**config.mk**
```make
export PLATFORM = sky130hd
export DESIGN_NAME = accu_grp
export DESIGN_NICKNAME = d
export VERILOG_FILES = /design/src/rtl/accu_pkg.sv /design/src/rtl/accu_grp.sv
export SDC_FILE = /design/constraint.sdc
export NUM_CORES = 1
export LEC_CHECK = 0
export ABC_AREA = 1
export BUFFER_PORTS_ARGS = -buffer_cell sky130_fd_sc_hd__buf_2
export CORE_UTILIZATION = 45
export DETAILED_ROUTE_END_ITERATION = 7
export MAX_ROUTING_LAYER = met4
export PLACE_DENSITY = 0.65
export SLEW_MARGIN = 25
export SYNTH_ARGS = -nofsm -noshare
export SYNTH_HDL_FRONTEND = slang
export SYNTH_SLANG_ARGS = --single-unit
```
**constraint.sdc**
```tcl
create_clock -name clk -period 3.1 [get_ports clk]
set_input_delay 0.155 -clock clk [delete_from_list [all_inputs] [get_ports clk]]
set_output_delay 0.155 -clock clk [all_outputs]
set_load 0.02 [all_outputs]
```
**src/rtl/accu_pkg.sv**
```systemverilog
// Shared types and helpers for the streaming accumulator family.
package accu_pkg;

  typedef enum logic [0:0] {
    StIdle,
    StAccum
  } accu_state_e;

  // Width of a field that must hold 0..max_n inclusive.
  function automatic int unsigned cnt_width(input int unsigned max_n);
    return $clog2(max_n + 1);
  endfunction

  // Sum width wide enough that max_n full-scale beats never wrap.
  function automatic int unsigned out_width(input int unsigned data_w, input int unsigned max_n);
    return data_w + $clog2(max_n);
  endfunction

  // A zero length means single-beat groups; oversize lengths saturate at max_n.
  function automatic int unsigned clamp_len(input int unsigned len, input int unsigned max_n);
    if (len == 0) begin
      return 1;
    end else if (len > max_n) begin
      return max_n;
    end
    return len;
  endfunction

endpackage

```
**src/rtl/accu_grp.sv**
```systemverilog
// Streaming group accumulator: sums a programmable number of accepted beats and
// emits one widened sum per group through a single-entry valid/ready output slot.
module accu_grp
  import accu_pkg::*;
#(
  parameter int unsigned DATA_W = 8,
  parameter int unsigned MAX_N  = 16,
  parameter bit          SIGNED = 1'b0,
  parameter int unsigned CNT_W  = cnt_width(MAX_N),
  parameter int unsigned OUT_W  = out_width(DATA_W, MAX_N)
) (
  input  logic              clk,
  input  logic              rst_n,
  input  logic [DATA_W-1:0] data_in,
  input  logic              valid_in,
  output logic              ready_in,
  input  logic [CNT_W-1:0]  group_len,
  input  logic              flush,
  output logic [OUT_W-1:0]  data_out,
  output logic [CNT_W-1:0]  cnt_out,
  output logic              valid_out,
  input  logic              ready_out
);

  accu_state_e      r_state;
  logic [OUT_W-1:0] r_acc;
  logic [CNT_W-1:0] r_count;
  logic [CNT_W-1:0] r_len;
  logic [OUT_W-1:0] r_data_out;
  logic [CNT_W-1:0] r_cnt_out;
  logic             r_valid_out;

  logic             w_ready_in;
  logic             w_accept;
  logic [OUT_W-1:0] w_ext;
  logic [CNT_W-1:0] w_len;
  logic [OUT_W-1:0] w_sum;
  logic [CNT_W-1:0] w_cnt_next;
  logic             w_last;
  logic             w_flush_now;
  logic             w_emit;

  // Datapath and completion decode for the current cycle.
  always_comb begin
    // The slot frees in the same cycle it is taken, so no bubble between groups.
    w_ready_in = !r_valid_out || ready_out;
    w_accept   = valid_in && w_ready_in;

    if (SIGNED) begin
      w_ext = {{(OUT_W - DATA_W){data_in[DATA_W-1]}}, data_in};
    end else begin
      w_ext = {{(OUT_W - DATA_W){1'b0}}, data_in};
    end

    // Length is only captured on the first beat; mid-group changes are ignored.
    if (r_state == StIdle) begin
      w_len = CNT_W'(clamp_len(32'(group_len), MAX_N));
    end else begin
      w_len = r_len;
    end

    w_sum       = w_accept ? (r_acc + w_ext) : r_acc;
    w_cnt_next  = r_count + CNT_W'(w_accept);
    w_last      = w_accept && (w_cnt_next == w_len);
    // Flush only counts when the slot can take a result and something was summed.
    w_flush_now = w_ready_in && flush && (w_cnt_next != '0);
    w_emit      = w_last || w_flush_now;
  end

  // Group FSM, accumulator and registered output slot.
  always_ff @(posedge clk or negedge rst_n) begin
    if (!rst_n) begin
      r_state     <= StIdle;
      r_acc       <= '0;
      r_count     <= '0;
      r_len       <= '0;
      r_data_out  <= '0;
      r_cnt_out   <= '0;
      r_valid_out <= 1'b0;
    end else begin
      if (w_emit) begin
        r_data_out  <= w_sum;
        r_cnt_out   <= w_cnt_next;
        r_valid_out <= 1'b1;
        r_acc       <= '0;
        r_count     <= '0;
        r_len       <= w_len;
        r_state     <= StIdle;
      end else begin
        if (r_valid_out && ready_out) begin
          r_valid_out <= 1'b0;
        end
        if (w_accept) begin
          r_acc   <= w_sum;
          r_count <= w_cnt_next;
          r_len   <= w_len;
          r_state <= StAccum;
        end
      end
    end
  end

  assign ready_in  = w_ready_in;
  assign data_out  = r_data_out;
  assign cnt_out   = r_cnt_out;
  assign valid_out = r_valid_out;

endmodule

```
# After elaboration in Yosys (flattened, before gate mapping)
# Cells that the tools add are included.
[classes]
addsub = 2
order_cmp = 1
n_eq_ne = 1
mux = 18
n_reduce_logical = 12
[op_table]
columns = ["operator", "count"]
rows = [
  ["$mux 5", 8],
  ["$mux 12", 3],
  ["$add 12x8->12", 1],
  ["$mux 1", 7],
  ["$add 5x1->5", 1],
  ["$eq 5x5->1", 1],
  ["$gt 5x5->1 const B", 1],
  ["$logic_and 1x1->1", 5],
  ["$logic_not 5->1", 1],
  ["$reduce_bool 5->1", 1],
  ["$reduce_bool 2->1", 2],
  ["$logic_or 1x1->1", 2],
  ["$logic_not 1->1", 1],
]
[totals]
reg_bits = 41
in_bits = 18
output_inout_bits = 19
elab_cells = 41

# Longest topological paths before layout
[logic_depth]
ltp_word = 10
ltp_mapped = 19
ltp_nobuf = 17

# Worst setup path before layout
# Ideal clock, no wire load.
[synth_path]
path_type = "register -> register"
startpoint = "register r_valid_out, in the netlist valid_out"
endpoint = "register r_cnt_out[0], in the netlist cnt_out[0]"
setup_ns = 0.117
arrival_ns = 2.487
required_time_ns = 2.983
setup_slack_ns = 0.496
path_stages_with_launch = 17
n_path_buf = 2
period_less_slack_ns = 2.604
cell_sequence = "dfrtp_1 > nand2_1 > nand2_1 > inv_1 > clkbuf_1 > ha_1 > ha_1 > nor2_1 > nor2_2 > o21ai_1 > nor2_2 > nand3_4 > nand2_4 > inv_2 > buf_6 > nand2_1 > nand2_1"
[synth_via]
elab_chain_len = 7
word_cells_on_any_way = 10
cone_classes = "add/sub: 1; eq/ne: 1; reduce/logical: 8"
[synth_rtl]
columns = ["item", "line", "source"]
rows = [
  ["start, declared", "accu_grp.sv:31", "logic r_valid_out;"],
  ["start signal, assigned", "accu_grp.sv:79", "r_valid_out <= 1'b0;"],
  ["start signal, assigned", "accu_grp.sv:84", "r_valid_out <= 1'b1;"],
  ["start signal, assigned", "accu_grp.sv:91", "r_valid_out <= 1'b0;"],
  ["$logic_not 1->1 *", "accu_grp.sv:46", "w_ready_in = !r_valid_out || ready_out;"],
  ["$logic_or 1x1->1 *", "accu_grp.sv:46", ""],
  ["net ready_in", "accu_grp.sv:16", "output logic ready_in,"],
  ["$logic_and 1x1->1", "accu_grp.sv:47", "w_accept = valid_in && w_ready_in;"],
  ["$add 5x1->5", "accu_grp.sv:63", "w_cnt_next = r_count + CNT_W'(w_accept);"],
  ["$eq 5x5->1 / $reduce_bool 5->1 (equally long branches)", "accu_grp.sv:64, accu_grp.sv:66", ""],
  ["$logic_and 1x1->1, on equally long branches", "accu_grp.sv:64, accu_grp.sv:66", ""],
  ["$logic_or 1x1->1", "accu_grp.sv:67", "w_emit = w_last || w_flush_now;"],
  ["end signal, assigned", "accu_grp.sv:83", "r_cnt_out <= w_cnt_next;"],
  ["end, declared", "accu_grp.sv:30", "logic [CNT_W-1:0] r_cnt_out;"],
]
# Mark *: on every way through the listed nets, which the timed path passes. The rest lies on a longest branch.
# A chain may end at the register's enable or synchronous reset.

# Worst setup path in the final report
[layout_path]
startpoint = "register r_valid_out, in the netlist valid_out"
endpoint = "register r_cnt_out[3], in the netlist cnt_out[3]"
[layout_via]
elab_chain_len = 7
word_cells_on_any_way = 10
cone_classes = "add/sub: 1; eq/ne: 1; reduce/logical: 8"
[layout_rtl]
columns = ["item", "line", "source"]
rows = [
  ["$logic_not 1->1 *", "accu_grp.sv:46", ""],
  ["$logic_or 1x1->1 *", "accu_grp.sv:46", ""],
  ["$logic_and 1x1->1 *", "accu_grp.sv:47", ""],
  ["$add 5x1->5 *", "accu_grp.sv:63", ""],
  ["net w_cnt_next[1]", "accu_grp.sv:38", "logic [CNT_W-1:0] w_cnt_next;"],
  ["$eq 5x5->1 / $reduce_bool 5->1 (equally long branches)", "accu_grp.sv:64, accu_grp.sv:66", ""],
  ["$logic_and 1x1->1, on equally long branches", "accu_grp.sv:64, accu_grp.sv:66", ""],
  ["$logic_or 1x1->1 *", "accu_grp.sv:67", ""],
]
# Marked as above.

==> out/metrics.yaml <==
die_area_sq_um: 5843
num_io_pins: 37
row_count: 26
grt_max_degree: 42
hold_bufs_inserted_after_cts: 0
reg2reg_to: "cnt_out[3]$_DFFE_PN0P_"
average_vias_per_placed_instance: 4.900
max_clock_freq_mhz: 387.5
synth_compound_area_frac: 0.05720
adder_and_majority_gate_portion_of_the_synthesized_area: 0.06322
power_density_nw_per_um2: 928.7
synth_area_leader_cell: "sky130_fd_sc_hd__dfrtp_1"
clkSinkCount: 41
synth_most_common_cell: "sky130_fd_sc_hd__nand2_1"
cts.clk_slew.worst_paths_ps: 80
gpl.final_weighted_congestion: 0.8129
antenna_violations_before_repair: 0
layoutNonFillerInstCount: 448
cts_htree_levels: 2
drt_first_pass_iters: 4
power_report.internal_total_mw: 1.440
cts-buffers-inserted: 5
final_area_sq_um: 2826
final-seq-area_sq_um: 1026
final_layout_fill_cell_count: 516
r2r.worst_path.cells: 14
design.final.nets: 407
cell_total_after_placement: 439
drt_drc_violations_left: 0
post-dp-hpwl_mm: 3.835
yosysWarningCount: 0
synthDominantCellAreaShare: 0.4114
grt_first_pass_wirelength_mm: 9.425
clock_latency_ps: 290
endpoint: "cnt_out[3]$_DFFE_PN0P_"
p_leak_nw: 1.618
rsz0062_at_grt: "false"
r2r_setup_slack_ps: 520
floorplan.initialDensity: 0.4761
global_route.usage.total: 0.2057
hold_path_class: "in -> reg"
pwr-share-seq: 0.328
antenna_cells_inserted: 0
placeableCoreArea_sq_um: 5238
finalHoldViolCount: 0
setup_violations: 0
chipHeight_um: 76.44
power.clock.fraction: 0.170
critPathLaunchType: "register"
power.net_switching_mw: 1.185
path_max_fanout: 36
post-route-min-period_ps: 2580
cts_root_buffer: "sky130_fd_sc_hd__clkbuf_8"
first_global_vias: 2114
worst_vdd_rail_ir_drop_mv: 0.4103
cp-startpoint: "valid_out$_DFFE_PN0P_"
maxSlewViolCount: 0
port-buffer-count: 36
number_of_instances_in_the_synthesized_netlist: 342
wl_mm: 5.293
post_synth_most_frequent_cells: "sky130_fd_sc_hd__nand2_1 (131), sky130_fd_sc_hd__dfrtp_1 (41), sky130_fd_sc_hd__inv_1 (38)"
relSlewSlack: 0.6451
ctsResizeCount: 0
post_cts_buffers: 0
overflow: 0
setup_slack_after_placement_ps: 549.6
cap_violations: 0
die_width_um: 76.44
synth_top_family_by_area: "simple AND/OR/NAND/NOR gates"
synth_cell_types: 34
final.period_utilization: 0.8324
ys_async_sr_fraction: 1.000
tightestPinTransition_ps: 532.3
p_sw_frac: 0.4516
dominantRegCellSynth: "sky130_fd_sc_hd__dfrtp_1"
final.setup_skew_ps: 5.487
timing.final.ws_setup_ps: 519.7
synth.area.top_cells: "sky130_fd_sc_hd__dfrtp_1 (41%), sky130_fd_sc_hd__nand2_1 (20%), sky130_fd_sc_hd__nand3_1 (7.4%), sky130_fd_sc_hd__inv_1 (5.7%), sky130_fd_sc_hd__ha_1 (5.5%)"
final_core_area_utilization: 0.5397
timing.critical_path.to_type: "register"
criticalPathCategory: "reg -> reg"
totalNegativeSetupSlack_ps: 0
cp.required_ps: 3280
first_iter_violations: 149
holdWs_ps: 155.3
drive_gt1_frac: 0.1508
synth_seq_cells: 41
clk_path_buf_depth: 2
syn_nets: 372
worst_path_arrival_ps: 2760
routed-via-count: 2195
placement.cell_area_sq_um: 2698
multi_input_area_sq_um: 1232
synth-seq-area-share: 0.4114
number_of_flops_mapped_to_enable_cells_by_yosys: 0
syn-cell-area_sq_um: 2494
syn2layout_area_growth_pct: 13.35
synthXorXnorAreaFrac: 0.007025
synthSimpleGateAreaFrac: 0.3668
post_synth_mux_area_share: 0
syn_avg_cell_area_sq_um: 7.291
result_of_the_run: "complete, no violations"
wire_per_inst_um: 11.81
critical_path.reg2reg.startpoint: "valid_out$_DFFE_PN0P_"
drtAntennaViolNets: 0
design_power_total_mw: 2.625
p_comb_frac: 0.503
cts_tree: "done"
routing by layer:
metal,up-vias,part of all wire,GRT usage
li1,1162,-,-
met1,994,0.49,0.2601
met2,33,0.47,0.3405
met3,6,0.029,0.03353
met4,0,0.011,0.05769
met5,-,0,-
power by group through the flow:
stage	Clock [mW]	Sequential (mW)	Combinational [mW]
floorplan	0	0.926	1.01
global placement	0	0.867	1.31
detailed placement	0	0.870	1.32
CTS	0.457	0.859	1.33
global route	0.478	0.885	1.51
finish	0.446	0.860	1.32
worst min-delay path by stage:
stage	startpoint	endpoint	slack, ps	cells past startpoint
global placement	rst_n	r_acc[2]$_DFFE_PN0P_	350	1
global route	ready_out	valid_out$_DFFE_PN0P_	180	4
floorplan	rst_n	cnt_out[0]$_DFFE_PN0P_	-140	0
finish	ready_out	valid_out$_DFFE_PN0P_	160	4
CTS	rst_n	r_acc[2]$_DFFE_PN0P_	30	1
detailed placement	rst_n	r_acc[2]$_DFFE_PN0P_	360	1
final cells by class:
| type | count | area share |
|---|---|---|
| Clock buffer | 7 | 0.03054 |
| Clock inverter | 1 | 0.01062 |
| Inverter | 41 | 0.05533 |
| Multi-Input combinational cell | 249 | 0.4360 |
| Sequential cell | 41 | 0.3630 |
| Tap cell | 70 | 0.03099 |
| Timing Repair Buffer | 39 | 0.07348 |
cell usage in the layout (no fill, tap or decap), drive strengths merged, types with 8 or more instances in the layout:
cell,instances
a21oi,16
buf,38
dfrtp,41
ha,11
inv,41
nand2,133
nand3,38
nand4,9
nor2,19
o21ai,8
registers in the layout, indices dropped and copies added (netlist names):
signal	flops
r_acc	12
r_state	1
r_count	5
cnt_out	5
valid_out	1
data_out	12
r_len	5
cell families (layout without fill, tap and decap cells):
kind of cell,after synthesis,count (layout)
adders and majority gates,12,12
xor gates and xnor gates,2,2
buffers and inverters,52,88
DFF,41,41
AOI/OAI and AO/OA,27,27
and+or+nand+nor,208,208
critical path: stages (launching register included):
cell	delay, ps
sky130_fd_sc_hd__dfrtp_1	360
sky130_fd_sc_hd__nand2_1	80
sky130_fd_sc_hd__nand2_1	80
sky130_fd_sc_hd__inv_1	60
sky130_fd_sc_hd__ha_1	210
sky130_fd_sc_hd__ha_1	400
sky130_fd_sc_hd__inv_1	60
sky130_fd_sc_hd__nand3_1	80
sky130_fd_sc_hd__nand3_1	100
sky130_fd_sc_hd__nor2_2	160
sky130_fd_sc_hd__nand3_4	190
sky130_fd_sc_hd__nand2_4	350
sky130_fd_sc_hd__inv_2	180
sky130_fd_sc_hd__nand2_1	100
sky130_fd_sc_hd__nand2_1	50
Note: power is estimated with default switching activity, not from simulation.
